<file path="config.mk">
export PLATFORM = sky130hd
export DESIGN_NAME = comparator_serial
export DESIGN_NICKNAME = d
export VERILOG_FILES = /design/src/rtl/comparator_serial.sv
export SDC_FILE = /design/constraint.sdc
export NUM_CORES = 1
export LEC_CHECK = 0
export BUFFER_PORTS_ARGS = -buffer_cell sky130_fd_sc_hd__buf_2
export CAP_MARGIN = 20
export CORE_AREA = 2 2 57 48
export CTS_CLUSTER_SIZE = 24
export DETAILED_ROUTE_END_ITERATION = 8
export DIE_AREA = 0 0 59 50
export GPL_TIMING_DRIVEN = 1
export SLEW_MARGIN = 10
export SYNTH_ARGS = -nofsm -noshare
export SYNTH_HDL_FRONTEND = slang
export SYNTH_SLANG_ARGS = --single-unit
</file>
<file path="constraint.sdc">
create_clock -name clk -period 3.45 [get_ports clk]
set_input_delay 0.1725 -clock clk [delete_from_list [all_inputs] [get_ports clk]]
set_output_delay 0.1725 -clock clk [all_outputs]
set_load 0.005 [all_outputs]
</file>
<file path="src/rtl/comparator_serial.sv">
// Nibble-serial magnitude comparator with 74HC85-style cascade seeding, LSB nibble first.
// Optional abort input enabled by defining CMP_ABORT_EN.
module comparator_serial #(
    parameter int NIBBLES = 4
) (
    input  logic       clk,
    input  logic       rst,
    input  logic       start,
    input  logic       Igt,
    input  logic       Ilt,
    input  logic       Ieq,
    input  logic [3:0] A,
    input  logic [3:0] B,
    input  logic       nib_valid,
`ifdef CMP_ABORT_EN
    input  logic       abort,
`endif
    output logic       nib_ready,
    output logic       busy,
    output logic       done,
    output logic       Fgt,
    output logic       Flt,
    output logic       Feq
);

    localparam int CW = $clog2(NIBBLES) + 1;
    localparam logic [CW-1:0] LAST = CW'(NIBBLES - 1);

    typedef enum logic [1:0] {IDLE, RUN, DONE} state_t;

    state_t        state_q;
    logic [CW-1:0] cnt_q;
    logic [2:0]    rel_q;
    logic [2:0]    res_q;
    logic          nib_ready_q, busy_q, done_q;

    logic [2:0] seed_d, rel_d;
    logic       accept, abort_w;

`ifdef CMP_ABORT_EN
    assign abort_w = abort;
`else
    assign abort_w = 1'b0;
`endif

    assign accept = nib_valid & nib_ready_q;

    // Seed decode: equal dominates; conflicting or empty gt/lt cascade into 000/110.
    always_comb begin
        seed_d = 3'b001;
        if (!Ieq) begin
            case ({Igt, Ilt})
                2'b10:   seed_d = 3'b100;
                2'b01:   seed_d = 3'b010;
                2'b11:   seed_d = 3'b000;
                default: seed_d = 3'b110;
            endcase
        end
    end

    // A higher-order nibble that differs overrides everything below it.
    always_comb begin
        rel_d = rel_q;
        if (A > B)      rel_d = 3'b100;
        else if (A < B) rel_d = 3'b010;
    end

    always_ff @(posedge clk or posedge rst) begin
        if (rst) begin
            state_q     <= IDLE;
            cnt_q       <= '0;
            rel_q       <= 3'b001;
            res_q       <= 3'b001;
            nib_ready_q <= 1'b0;
            busy_q      <= 1'b0;
            done_q      <= 1'b0;
        end else begin
            case (state_q)
                IDLE: begin
                    done_q <= 1'b0;
                    if (start) begin
                        rel_q       <= seed_d;
                        cnt_q       <= '0;
                        state_q     <= RUN;
                        nib_ready_q <= 1'b1;
                        busy_q      <= 1'b1;
                    end
                end
                RUN: begin
                    if (abort_w) begin
                        state_q     <= IDLE;
                        cnt_q       <= '0;
                        nib_ready_q <= 1'b0;
                        busy_q      <= 1'b0;
                    end else if (accept) begin
                        rel_q <= rel_d;
                        cnt_q <= cnt_q + 1'b1;
                        if (cnt_q == LAST) begin
                            state_q     <= DONE;
                            nib_ready_q <= 1'b0;
                            done_q      <= 1'b1;
                            res_q       <= rel_d;
                        end
                    end
                end
                DONE: begin
                    state_q <= IDLE;
                    cnt_q   <= '0;
                    done_q  <= 1'b0;
                    busy_q  <= 1'b0;
                end
                default: begin
                    state_q     <= IDLE;
                    nib_ready_q <= 1'b0;
                    busy_q      <= 1'b0;
                    done_q      <= 1'b0;
                end
            endcase
        end
    end

    assign nib_ready       = nib_ready_q;
    assign busy            = busy_q;
    assign done            = done_q;
    assign {Fgt, Flt, Feq} = res_q;

endmodule

</file>
==> results of run 1 <==
cell type report:
| class | instances | area, um^2 |
|---|---|---|
| Sequential cell | 14 | 353 |
| Tap cell | 27 | 33.8 |
| Multi-Input combinational cell | 52 | 387 |
| Fill cell | 251 | 1400 |
| Inverter | 12 | 45.0 |
| Clock buffer | 4 | 36.3 |
| Timing Repair Buffer | 21 | 110 |
Yosys cell counts (all sizes together), types with 2 or more instances:
cell type and count:
nand2 5, o31ai 2, nand2b 2, o21ai 5
ha 6, a21oi 4, dfstp 2, nor2 9
dfrtp 12, inv 12
metrics by stage:
step / hold WS, ns / utilization (%)
2_1_floorplan: 0.0603 / -
3_3_place_gp: 0.242 / 38.9
3_5_place_dp: 0.240 / 38.9
4_1_cts: 0.182 / 40.8
5_1_grt: 0.188 / 40.8
6_report: 0.186 / 40.8
report_power, final:
| part | switching [mW] | internal [mW] | leakage (nW) |
|---|---|---|---|
| clock | 0.0551 | 0.0642 | 0.0210 |
| sequential | 0.0529 | 0.234 | 0.164 |
| combinational | 0.129 | 0.128 | 0.297 |
registers in the layout, indices dropped and copies added, names as in the netlist:
register   count
rel_q          3
done           1
nib_ready      1
res_q          3
busy           1
cnt_q          3
state_q        2
cell families after synthesis:
kind of cell,synth area share [%]
simple gates,17.3
compound gates,20.8
buf+inv,6.34
fa+ha+maj,9.51
flops,44.7
mux,1.43
critical path, stage by stage (launching register included):
cell and delay [ns]:
dfrtp_1 0.48, nand2b_1 0.23, o21ai_2 0.20, o21ai_1 0.10, a221o_1 0.29
metal layers:
metal  vias to the layer above  wire (um)  GRT usage (%)
met1                       323        805           17.0
met5                         -          0              0
met3                         0         78           4.46
met4                         0          0           2.27
li1                        334          -              -
met2                        13        768           20.2
final timing paths:
kind / start / end / slack [ns]
max: state_q[0] / rel_q[1] / 2.04
min: nib_valid / done / 0.19
max reg2reg: state_q[0] / rel_q[1] / 2.04
min reg2reg: cnt_q[2] / cnt_q[2] / 0.49
max in group asynchronous: rst / res_q[0] / 2.63
min in group asynchronous: rst / state_q[0] / 0.45
==> flow_metrics.env, run 1 <==
export IMPL_layout_min_cycle_time_ns=1.41
export IMPL_layout_common_cells="buf_2 (20), dfrtp_1 (12), inv_1 (11), nor2_1 (9), ha_1 (6)"
export IMPL_synth_nets=100
export IMPL_irDropWorstVdd_mv=0.270
export IMPL_grt_pass1_wl_um=2880
export IMPL_grtUsageTotal_pct=12.8
export IMPL_first_iter_violations=24
export IMPL_diodes=0
export IMPL_drive_above_1_share_pct=32.0
export IMPL_post_cts_buffers=0
export IMPL_hold_violations=0
export IMPL_drt_total_wl_um=1650
export IMPL_area_growth_pct=22.2
export IMPL_place_congestion=0.782
export IMPL_ant_nets=0
export IMPL_design_core_area_um2=2360
export IMPL_viasPerCell=5.15
export IMPL_cts_tree="built"
export IMPL_cp_required_ns=3.62
export IMPL_rsz0062_at_grt="false"
export IMPL_dp_hpwl_um=1310
export IMPL_first_pass_iters=4
export IMPL_placed_area_um2=918
export IMPL_synth_edf_count=0
export IMPL_hp_class="input pin to register"
export IMPL_netlist_area_um2=790
export IMPL_drc=0
export IMPL_die_h_um=50
export IMPL_finalSetupTns_ns=0
export IMPL_synth_distinct_cells=35
export IMPL_status="complete, no violations"
export IMPL_fin_cells=130
export IMPL_rows=16
export IMPL_cp_max_fo=8
export IMPL_period_share_pct=40.7
export IMPL_synthTopCellsByArea="dfrtp_1 (38%), ha_1 (9.5%), dfstp_2 (6.7%), inv_1 (5.2%), nor2_1 (4.3%)"
export IMPL_htreeDepth=1
export IMPL_async_reset_ff_share_pct=100
export IMPL_clk_root_buffer_cell="clkbuf_4"
export IMPL_p_per_area_nw_per_um2=688
export IMPL_clk_latency_ns=0.28
export IMPL_cp_arrival_ns=1.58
export IMPL_cp_end_kind="register"
export IMPL_clkSinkCount=14
export IMPL_r2r_cells=4
export IMPL_dpl_cell_count=125
export IMPL_min_delay_path_depth=3
export IMPL_crit_type="register to register"
export IMPL_start_kind="register"
export IMPL_fmax_ghz=0.712
export IMPL_io_buffer_count=20
export IMPL_maxCapViolations=0
export IMPL_antenna_found_initial=0
export IMPL_p_leak_nw=0.482
export IMPL_clock_skew_ns=0.00679
export IMPL_nets=125
export IMPL_ys_ff_latch=14
export IMPL_clk_path_buf_depth=2
export IMPL_slew_headroom_pct=64.9
export IMPL_first_global_vias=640
export IMPL_ys_flop_type="dfrtp_1"
export IMPL_ys_seq_area_share_pct=44.7
export IMPL_yosysWarnings=0
export IMPL_slew_viol_final=0
export IMPL_die_area_um2=2950
export IMPL_postLayoutCellArea_um2=965
export IMPL_postSynthAreaPerCell_um2=9.99
export IMPL_yosys_area_top_type_share_pct=38.0
export IMPL_tightestPinTransition_ns=0.526
export IMPL_cts_hold_buf=1
export IMPL_syn_inst=79
export IMPL_setup_viol=0
export IMPL_final_setup_worst_slack_ns=2.04
export IMPL_grt_overflow=0
export IMPL_cts_made_buffers=3
export IMPL_final_common_cell="buf_2"
export IMPL_cts_resized=0
export IMPL_die_x_um=59
export IMPL_ioPinCount=21
export IMPL_routedWlPerCell_um=12.7
export IMPL_vias=670
export IMPL_start_util_pct=33.4
export IMPL_clkTransAtPathRegs_ns=0.09
export IMPL_yosysTopAreaCell="dfrtp_1"
export IMPL_dp_slack_ns=1.98
export IMPL_power_mw=0.663
export IMPL_grt_start_max_net_pins=15
No activity file was read; power rests on OpenSTA's default activity.
==> run 2, diff against run 1 <==
==> constraint.sdc (replaced) <==
create_clock -name clk -period 1.25 [get_ports clk]
set_input_delay 0.0625 -clock clk [delete_from_list [all_inputs] [get_ports clk]]
set_output_delay 0.0625 -clock clk [all_outputs]
set_load 0.005 [all_outputs]
==> run 2 against run 1 <==
Against the previous run:
- the flow now finishes with violations (setup timing)
- global-route usage is 0.39 points higher
- routed wire length up 5.1%
- clock-buffer cell count unchanged
- sequential share of layout area fell by 5.5 points
- non-clock buffer count grew 15
- sequential cell count is the same
- worst hold slack got worse by 0.11 ns
- utilization increased by 7.4 points
- largest cell class unchanged
- highest routed layer is now met4
==> flow_metrics.env, run 2 (synthesis gave the netlist of run 1 again) <==
export IMPL_top_regs="cnt_q: 3 flops, rel_q: 3 flops, res_q: 3 flops"
export IMPL_layout_min_cycle_time_ns=1.27
export IMPL_clk_root_buffer_cell="clkbuf_4"
export IMPL_vias=704
export IMPL_drt_total_wl_um=1740
export IMPL_tightestPinTransition_ns=0.558
export IMPL_startpoint="state_q[0]"
export IMPL_hold_violations=0
export IMPL_first_pass_iters=4
export IMPL_die_h_um=50
export IMPL_fin_hold_ws_ns=0.0767
export IMPL_dp_hpwl_um=1340
export IMPL_slowest_delay_ns=0.46
export IMPL_power_mw=2.18
export IMPL_grt_most_used_layer="met1"
export IMPL_slew_headroom_pct=62.7
export IMPL_postLayoutCellArea_um2=1140
export IMPL_cts_tree="built"
export IMPL_die_x_um=59
export IMPL_final_setup_worst_slack_ns=-0.0210
export IMPL_place_congestion=0.754
export IMPL_clock_skew_ns=0.00629
export IMPL_fin_cells=145
export IMPL_area_growth_pct=44.4
export IMPL_clk_latency_ns=0.29
export IMPL_grt_start_max_net_pins=15
export IMPL_violations="setup timing"
export IMPL_p_leak_nw=0.568
export IMPL_rsz0062_at_grt="true"
export IMPL_p_per_area_nw_per_um2=1910
export IMPL_cp_end_kind="register"
export IMPL_slew_viol_final=0
export IMPL_critPathBufInv=1
export IMPL_irDropWorstVdd_mv=0.863
export IMPL_dp_slack_ns=-0.0508
export IMPL_routedWlPerCell_um=12.0
export IMPL_maxCapViolations=0
export IMPL_critical_path_top_delay_family="flip-flops"
export IMPL_antenna_found_initial=0
export IMPL_rr_startpoint="state_q[0]"
export IMPL_first_global_vias=657
export IMPL_cp_arrival_ns=1.44
export IMPL_use_met2_pct=17.2
export IMPL_path_cells="and4b_4, buf_4, a221o_1"
export IMPL_drc=0
export IMPL_nets=140
export IMPL_cp_required_ns=1.42
export IMPL_met3_usage_pct=4.20
export IMPL_hp_start="Ieq"
export IMPL_viasPerCell=4.86
export IMPL_worst_path_max_delay_cell="dfrtp_2"
export IMPL_regArea_um2=354
export IMPL_start_util_pct=33.4
export IMPL_clkTransAtPathRegs_ns=0.09
export IMPL_final_common_cell="buf_2"
export IMPL_ioPinCount=21
export IMPL_placed_area_um2=1020
export IMPL_utilization_pct=48.3
export IMPL_r2r_setup_slack_ns=-0.02
export IMPL_diodes=0
export IMPL_cp_max_fo=6
export IMPL_clkSinkCount=14
export IMPL_clk_path_buf_depth=2
export IMPL_setup_viol=1
export IMPL_rows=16
export IMPL_grt_pass1_wl_um=2880
export IMPL_start_kind="register"
export IMPL_crit_type="register to register"
export IMPL_hp_class="input pin to register"
export IMPL_fmax_ghz=0.787
export IMPL_period_share_pct=102
export IMPL_status="finished with violations"
export IMPL_first_iter_violations=13
export IMPL_cts_made_buffers=3
export IMPL_io_buffer_count=20
export IMPL_dpl_cell_count=137
export IMPL_multiInputGateArea_um2=440
export IMPL_gr_usage_met1_pct=19.5
export IMPL_design_core_area_um2=2360
export IMPL_grt_overflow=0
export IMPL_htreeDepth=1
export IMPL_finalSetupTns_ns=-0.0210
export IMPL_ant_nets=0
export IMPL_grtUsageTotal_pct=13.2
export IMPL_layout_common_cells="buf_2 (20), buf_4 (13), inv_1 (11), dfrtp_1 (11), nor2_1 (6)"
export IMPL_die_area_um2=2950
export IMPL_fillCellCount=222
export IMPL_drive_above_1_share_pct=49.2
-- run 2: path summary, 6_finish.rpt --
| path | to | cells after the start |
|---|---|---|
| hold / removal | rel_q[0] | 2 |
| setup / recovery | rel_q[1] | 3 |
| hold reg to reg | done | 2 |
| min in group asynchronous | cnt_q[2] | 3 |
| setup reg to reg | rel_q[1] | 3 |
| max in group asynchronous | state_q[0] | 3 |
-- run 2: per-layer routing --
metal / routed length, um / share of wire (%)
met1: 912 / 53
met2: 713 / 41
met5: 0 / 0
met3: 79 / 4.6
met4: 30 / 1.7
-- run 2: worst register-to-register path: stages (launching register included) --
cell and delay [ns]:
dfrtp_2 0.46, and4b_4 0.22, buf_4 0.14, a221o_1 0.32
-- run 2: cell type report --
type                            count  area share, %
Multi-Input combinational cell     52           38.6
Inverter                           12           3.95
Timing Repair Buffer               36           20.2
Clock buffer                        4           3.18
Tap cell                           27           2.96
Sequential cell                    14           31.1
-- run 2: report_power, final --
group          internal (mW)  switching (mW)  leakage [nW]
registers              0.649           0.125         0.163
logic                  0.617           0.461         0.384
clock network          0.177           0.153        0.0210
total                   1.44           0.738         0.568
-- run 2: repair_timing --
item,4_1_cts,5_1_grt
endpoints found under the setup margin,7,11
resized for setup,2,12
hold buffers,1,0
pin swaps,2,7
hold endpoints to repair,12,0
setup buffers,1,2
